File: config.mk
export PLATFORM = sky130hd
export DESIGN_NAME = dmem_mmio_responder
export DESIGN_NICKNAME = d
export VERILOG_FILES = /design/src/rtl/dmem_mmio_responder.sv
export SDC_FILE = /design/constraint.sdc
export NUM_CORES = 2
export LEC_CHECK = 0
export ABC_AREA = 1
export ABC_CLOCK_PERIOD_IN_PS = 5100
export CORE_UTILIZATION = 35
export DETAILED_ROUTE_END_ITERATION = 6
export SLEW_MARGIN = 20
export SYNTH_ARGS = -nofsm -noshare
export SYNTH_HDL_FRONTEND = slang
export SYNTH_SLANG_ARGS = --single-unit
export TNS_END_PERCENT = 5
File: constraint.sdc
create_clock -name clk -period 5.1 [get_ports clk]
set_input_delay 1.02 -clock clk [delete_from_list [all_inputs] [get_ports clk]]
set_output_delay 1.02 -clock clk [all_outputs]
set_load 0.005 [all_outputs]
File: src/rtl/dmem_mmio_responder.sv
// dmem_mmio_responder: data-side memory for the pipelined MIPS core.
// Word-addressed data RAM plus an MMIO window: output stream FIFO,
// status register, free-running cycle counter and a sticky halt latch.
module dmem_mmio_responder #(
  parameter int DEPTH_WORDS = 64,
  parameter int FIFO_DEPTH  = 4
) (
  input  logic        clk,
  input  logic        reset,
  input  logic        memwrite,
  input  logic [31:0] aluout,
  input  logic [31:0] writedata,
  output logic [31:0] readdata,
  output logic        out_valid,
  output logic [31:0] out_data,
  input  logic        out_ready,
  output logic        halt
);

  localparam int AW = $clog2(DEPTH_WORDS);
  localparam int PW = $clog2(FIFO_DEPTH);
  localparam logic [PW:0] FULL_COUNT = (PW+1)'(FIFO_DEPTH);

  // Byte-lane bits are ignored: every access is a full word.
  logic [1:0] unusedAddrBits;
  assign unusedAddrBits = aluout[1:0];

  // Address decode
  logic          inRam;
  logic [AW-1:0] ramIdx;
  logic          isMmio;
  logic          isOutData;
  logic          isStatus;
  logic          isCycle;
  logic          isHalt;

  assign inRam     = (aluout[31:AW+2] == '0);
  assign ramIdx    = aluout[AW+1:2];
  assign isMmio    = (aluout[31:4] == 28'hFFFF000);
  assign isOutData = isMmio && (aluout[3:2] == 2'd0);
  assign isStatus  = isMmio && (aluout[3:2] == 2'd1);
  assign isCycle   = isMmio && (aluout[3:2] == 2'd2);
  assign isHalt    = isMmio && (aluout[3:2] == 2'd3);

  // Storage and registered state
  logic [31:0] ramMem  [DEPTH_WORDS];
  logic [31:0] fifoMem [FIFO_DEPTH];
  logic [PW-1:0] headReg;
  logic [PW-1:0] tailReg;
  logic [PW:0]   countReg;
  logic          overflowReg;
  logic          haltReg;
  logic [31:0]   cycleReg;

  logic fifoEmpty;
  logic fifoFull;
  logic pushReq;
  logic popReq;
  logic pushOk;
  logic dropPush;

  assign fifoEmpty = (countReg == '0);
  assign fifoFull  = (countReg == FULL_COUNT);
  assign pushReq   = memwrite && isOutData;
  assign popReq    = out_valid && out_ready;
  // A push into a full FIFO still lands if the head leaves in the same cycle.
  assign pushOk    = pushReq && (!fifoFull || popReq);
  assign dropPush  = pushReq && fifoFull && !popReq;

  assign out_valid = !fifoEmpty;
  assign out_data  = fifoMem[headReg];
  assign halt      = haltReg;

  // Data RAM store; deliberately not gated by reset so a store in the reset cycle lands.
  always_ff @(posedge clk) begin
    if (memwrite && inRam) begin
      ramMem[ramIdx] <= writedata;
    end
  end

  // FIFO storage: cleared on reset so out_data reads 0 afterwards.
  always_ff @(posedge clk) begin
    if (reset) begin
      for (int i = 0; i < FIFO_DEPTH; i++) begin
        fifoMem[i] <= '0;
      end
    end else if (pushOk) begin
      fifoMem[tailReg] <= writedata;
    end
  end

  // FIFO pointers and occupancy; pointers wrap naturally at FIFO_DEPTH.
  always_ff @(posedge clk) begin
    if (reset) begin
      headReg  <= '0;
      tailReg  <= '0;
      countReg <= '0;
    end else begin
      if (pushOk) begin
        tailReg <= tailReg + PW'(1);
      end
      if (popReq) begin
        headReg <= headReg + PW'(1);
      end
      case ({pushOk, popReq})
        2'b10:   countReg <= countReg + (PW+1)'(1);
        2'b01:   countReg <= countReg - (PW+1)'(1);
        default: countReg <= countReg;
      endcase
    end
  end

  // Sticky overflow, halt latch and cycle counter (frozen once halted).
  always_ff @(posedge clk) begin
    if (reset) begin
      overflowReg <= 1'b0;
      haltReg     <= 1'b0;
      cycleReg    <= '0;
    end else begin
      if (dropPush) begin
        overflowReg <= 1'b1;
      end else if (memwrite && isStatus && writedata[2]) begin
        overflowReg <= 1'b0;
      end
      if (memwrite && isHalt) begin
        haltReg <= 1'b1;
      end
      if (!haltReg) begin
        cycleReg <= cycleReg + 32'd1;
      end
    end
  end

  // Combinational load mux; reads never change state.
  always_comb begin
    readdata = '0;
    if (inRam) begin
      readdata = ramMem[ramIdx];
    end else if (isStatus) begin
      readdata = {29'b0, overflowReg, fifoFull, fifoEmpty};
    end else if (isCycle) begin
      readdata = cycleReg;
    end else if (isHalt) begin
      readdata = {31'b0, haltReg};
    end
  end

endmodule

==> flow_metrics.py <==
metrics = {
    "logic_synthesis": {
        "synthAdderAreaFrac_pct": 0.0364,
        "async_reset_ff_share_pct": 0,
        "synth_nets": 7822,
        "synth-seq-area-share_pct": 74.0,
        "synth_compound_area_share_pct": 2.34,
        "ys_seq_elements": 2219,
        "synth_top_area_cell": "edfxtp_1",
        "yosys.area_share.simple_pct": 19.6,
        "yosys-top-cells-area": "edfxtp_1, nand2_1, nand4_1",
        "yosysUniqueCellTypes": 37,
        "ys.warnings.count": 0,
        "synth_edf_count": 2176,
        "netlist_area_mm2": 0.0894,
        "yosys.area_share.xor_xnor_pct": 0.0294,
        "synth_top_family_by_area": "simple AND/OR/NAND/NOR gates",
        "yosysTopAreaCellShare_pct": 73.1,
        "synthMuxAreaShare_pct": 0,
        "synthCells": 7752,
        "synth_ff_type": "edfxtp_1",
        "post_synth.cell_area_avg_um2": 11.5,
    },
    "grt": {
        "antenna_found_initial": 23,
        "grt_max_degree": 98,
        "grtUsageTotal_pct": 21.7,
        "grt_pass1_vias": 57600,
        "grt_pass1_wl_mm": 405,
        "grt-ovfl-total": 0,
    },
    "floorplanning": {
        "core_mm2": 0.254,
        "die_h_um": 507,
        "dieArea_mm2": 0.258,
        "ios": 134,
        "die_w_um": 507,
        "initial_core_util_pct": 35.2,
        "rows": 185,
    },
    "pwr": {
        "p_sw_w": 0.00894,
        "power_frac_seq_pct": 52.0,
        "powerDensity_mw_per_mm2": 370,
        "switching_share_pct": 23.1,
        "clkPwrFrac_pct": 40.5,
        "internal_power_w": 0.0297,
        "power.total_w": 0.0386,
        "leakage_nw": 37.6,
        "combPwrFrac_pct": 7.5,
        "ir_worst_vdd_mv": 0.390,
    },
    "drt": {
        "first_pass_iters": 7,
        "drt_iter0_drc": 7248,
        "drt_wl_total_mm": 285,
        "avgRoutedWirePerCell_um": 24.5,
        "vias_per_cell": 5.24,
        "drcViolationCount": 3,
        "num_vias": 60900,
        "ant_nets": 0,
    },
    "timing": {
        "slew_viol_final": 0,
        "setup_tns_ps": -37.3,
        "finalCritPeriodShare_pct": 101,
        "finalCriticalPeriod_ps": 5140,
        "tightest_slew_ps": 1080,
        "setup_viol": 1,
        "hold_violations": 0,
        "rsz0062_at_grt": "no",
        "max_freq_mhz": 195,
        "relSlewSlack_pct": 28.1,
        "clock-skew-final_ps": 11.6,
        "setup_ws_ps": -37.3,
    },
    "setup_path": {
        "required_ps": 4080,
        "startpoint": "aluout[7]",
        "cp.arrival_ps": 4120,
        "rr_worst_depth": 10,
        "critical_path_class": "in -> out",
        "start_kind": "input pin",
        "cp_cell_sequence": "dlygate4sd2_1 -> buf_4 -> nand2_1 -> nor2_2 -> buf_4 -> nand2_1 -> a21oi_1 -> nor2_1 -> nand2_1 -> nor2_1 -> nor2_1 -> clkdlybuf4s50_1",
        "regToRegEndpoint": "cycleReg[19]",
        "end_kind": "primary output",
        "worstPathMaxFanout": 9,
        "ff2ff_setup_slack_ps": 2670,
        "cpPeakStageDelay_ps": 600,
        "reg2reg_from": "halt",
        "cp_slowest_cell": "dlygate4sd2_1",
    },
    "worst_hold_path": {
        "hp-class": "reg -> reg",
        "hold_start": "headReg[1]",
        "hold_depth": 2,
        "holdPathEnd": "headReg[1]",
    },
    "placement": {
        "io_buffers": 131,
        "dp_hpwl_mm": 170,
        "pre_cts_ws_ps": -130,
        "place.gp.congestion": 0.883,
        "dp_cells": 11200,
    },
    "clock_network": {
        "clkTransAtPathRegs_ps": 60,
        "cts-hold-fix-buffers": 0,
        "clock_latency_ps": 870,
        "cts_tree": "built",
        "cts_root_buf": "clkbuf_16",
        "clock_sinks": 2219,
        "cts-buffers-inserted": 216,
        "htreeDepth": 4,
        "clockBufferDepth": 3,
    },
    "cells_and_area": {
        "n_fill_cell": 23500,
        "instances_no_fill": 11600,
        "final_nets": 8146,
        "final_util_pct": 41.1,
        "area_growth_pct": 16.9,
        "drive_gt1_share_pct": 9.70,
    },
    "outcome": {
        "outcome": "complete, but fails checks",
        "violations": "design-rule violations, negative setup slack",
    },
    "flow_run": {
        "maxCapViolCount": 0,
    },
}
[layout make-up]
cell class                      instances  area (um2)  area share [%]
Inverter                              465        1790            1.71
Antenna cell                           12        30.0          0.0287
Tap cell                             3366        4210            4.03
Multi-Input combinational cell       4668       20200            19.4
Sequential cell                      2219       66200            63.3
Timing Repair Buffer                  506        5250            5.02
Clock inverter                        129        1130            1.08
Clock buffer                          267        5700            5.45
[Yosys cell counts, types with 2 or more instances]
cell type     n
dfxtp_1      43
clkbuf_1    167
nand2_2       3
buf_4         6
inv_2         3
a21oi_1     248
edfxtp_1   2176
o22ai_1      32
nand4_1     375
nor2_2        2
nand3_1     382
a31oi_1       2
nor2_4        4
inv_1       457
nand2_1    2783
o21ai_0     124
clkinv_1      3
nor3_1       82
buf_2       166
nor2_1      617
buf_6         4
xor2_1        2
buf_1        57
[sequential cells by signal, indices dropped and copies added, names as in the netlist, named ones only]
name         count
headReg          2
tailReg          2
countReg         3
halt             1
cycleReg        32
overflowReg      1
ramMem        2048
fifoMem        128
[repair_timing]
| item | in CTS | in global routing |
|---|---|---|
| buffers inserted | 0 | 1 |
| endpoints found under the setup margin | 11 | 5 |
| gates cloned | 0 | 1 |
| resized for setup | 3 | 5 |
| pin swaps | 0 | 1 |
[cells by family (layout without fill, tap and decap cells)]
group	after synthesis	count (layout)
buffers and inverters	865	1367
adder cells (fa/ha/maj)	2	2
AO/OA/AOI/OAI	409	409
other	0	12
flip-flops	2219	2219
XOR/XNOR	3	3
AND/OR/NAND/NOR	4254	4254
[placed cells by master (no fill, tap or decap), drive strengths merged, types with 17 or more instances in the layout]
| master | n |
|---|---|
| a21oi | 248 |
| buf | 410 |
| bufinv | 17 |
| clkbuf | 268 |
| clkdlybuf4s50 | 94 |
| clkinv | 99 |
| dfxtp | 43 |
| edfxtp | 2176 |
| inv | 470 |
| nand2 | 2787 |
| nand3 | 382 |
| nand4 | 376 |
| nor2 | 623 |
| nor3 | 82 |
| o21ai | 125 |
| o22ai | 32 |
[per-layer routing]
metal / global-route usage, % / vias up / wire length, um
li1: - / 27300 / -
met1: 29.1 / 30200 / 115000
met2: 34.9 / 3021 / 132000
met3: 4.18 / 473 / 27300
met4: 8.06 / 10 / 10800
met5: 0 / - / 54
[stage by stage]
step / cell area, um2 / hold slack, ps
floorplan: 89400 / 438
global placement: 97600 / 451
detailed placement: 97600 / 453
CTS: 104000 / 423
global route: 105000 / 448
finish: 105000 / 465
[power by group through the flow]
| stage | Combinational, W | Sequential, W | Clock (W) |
|---|---|---|---|
| after floorplan | 0.00129 | 0.0205 | 0 |
| final | 0.00291 | 0.0201 | 0.0157 |
| after CTS | 0.00290 | 0.0201 | 0.0158 |
| after detailed placement | 0.00289 | 0.0205 | 0 |
| after global routing | 0.00312 | 0.0201 | 0.0165 |
| after global placement | 0.00285 | 0.0205 | 0 |
[how the worst max path moves through the flow]
stage / endpoint / slack (ps) / cells past startpoint
after floorplan: fifoMem[3][0] / 260 / 10
after global placement: readdata[2] / -150 / 12
after detailed placement: readdata[2] / -130 / 12
after CTS: readdata[13] / 6 / 16
after global routing: readdata[2] / 20 / 12
final: readdata[2] / -40 / 12
[worst max-delay path: cells and delay by family]
family / cells / cell delay (ps)
buf+inv: 4 / 1640
simple gates: 7 / 980
compound gates: 1 / 450
(Power assumes the default switching activity.)
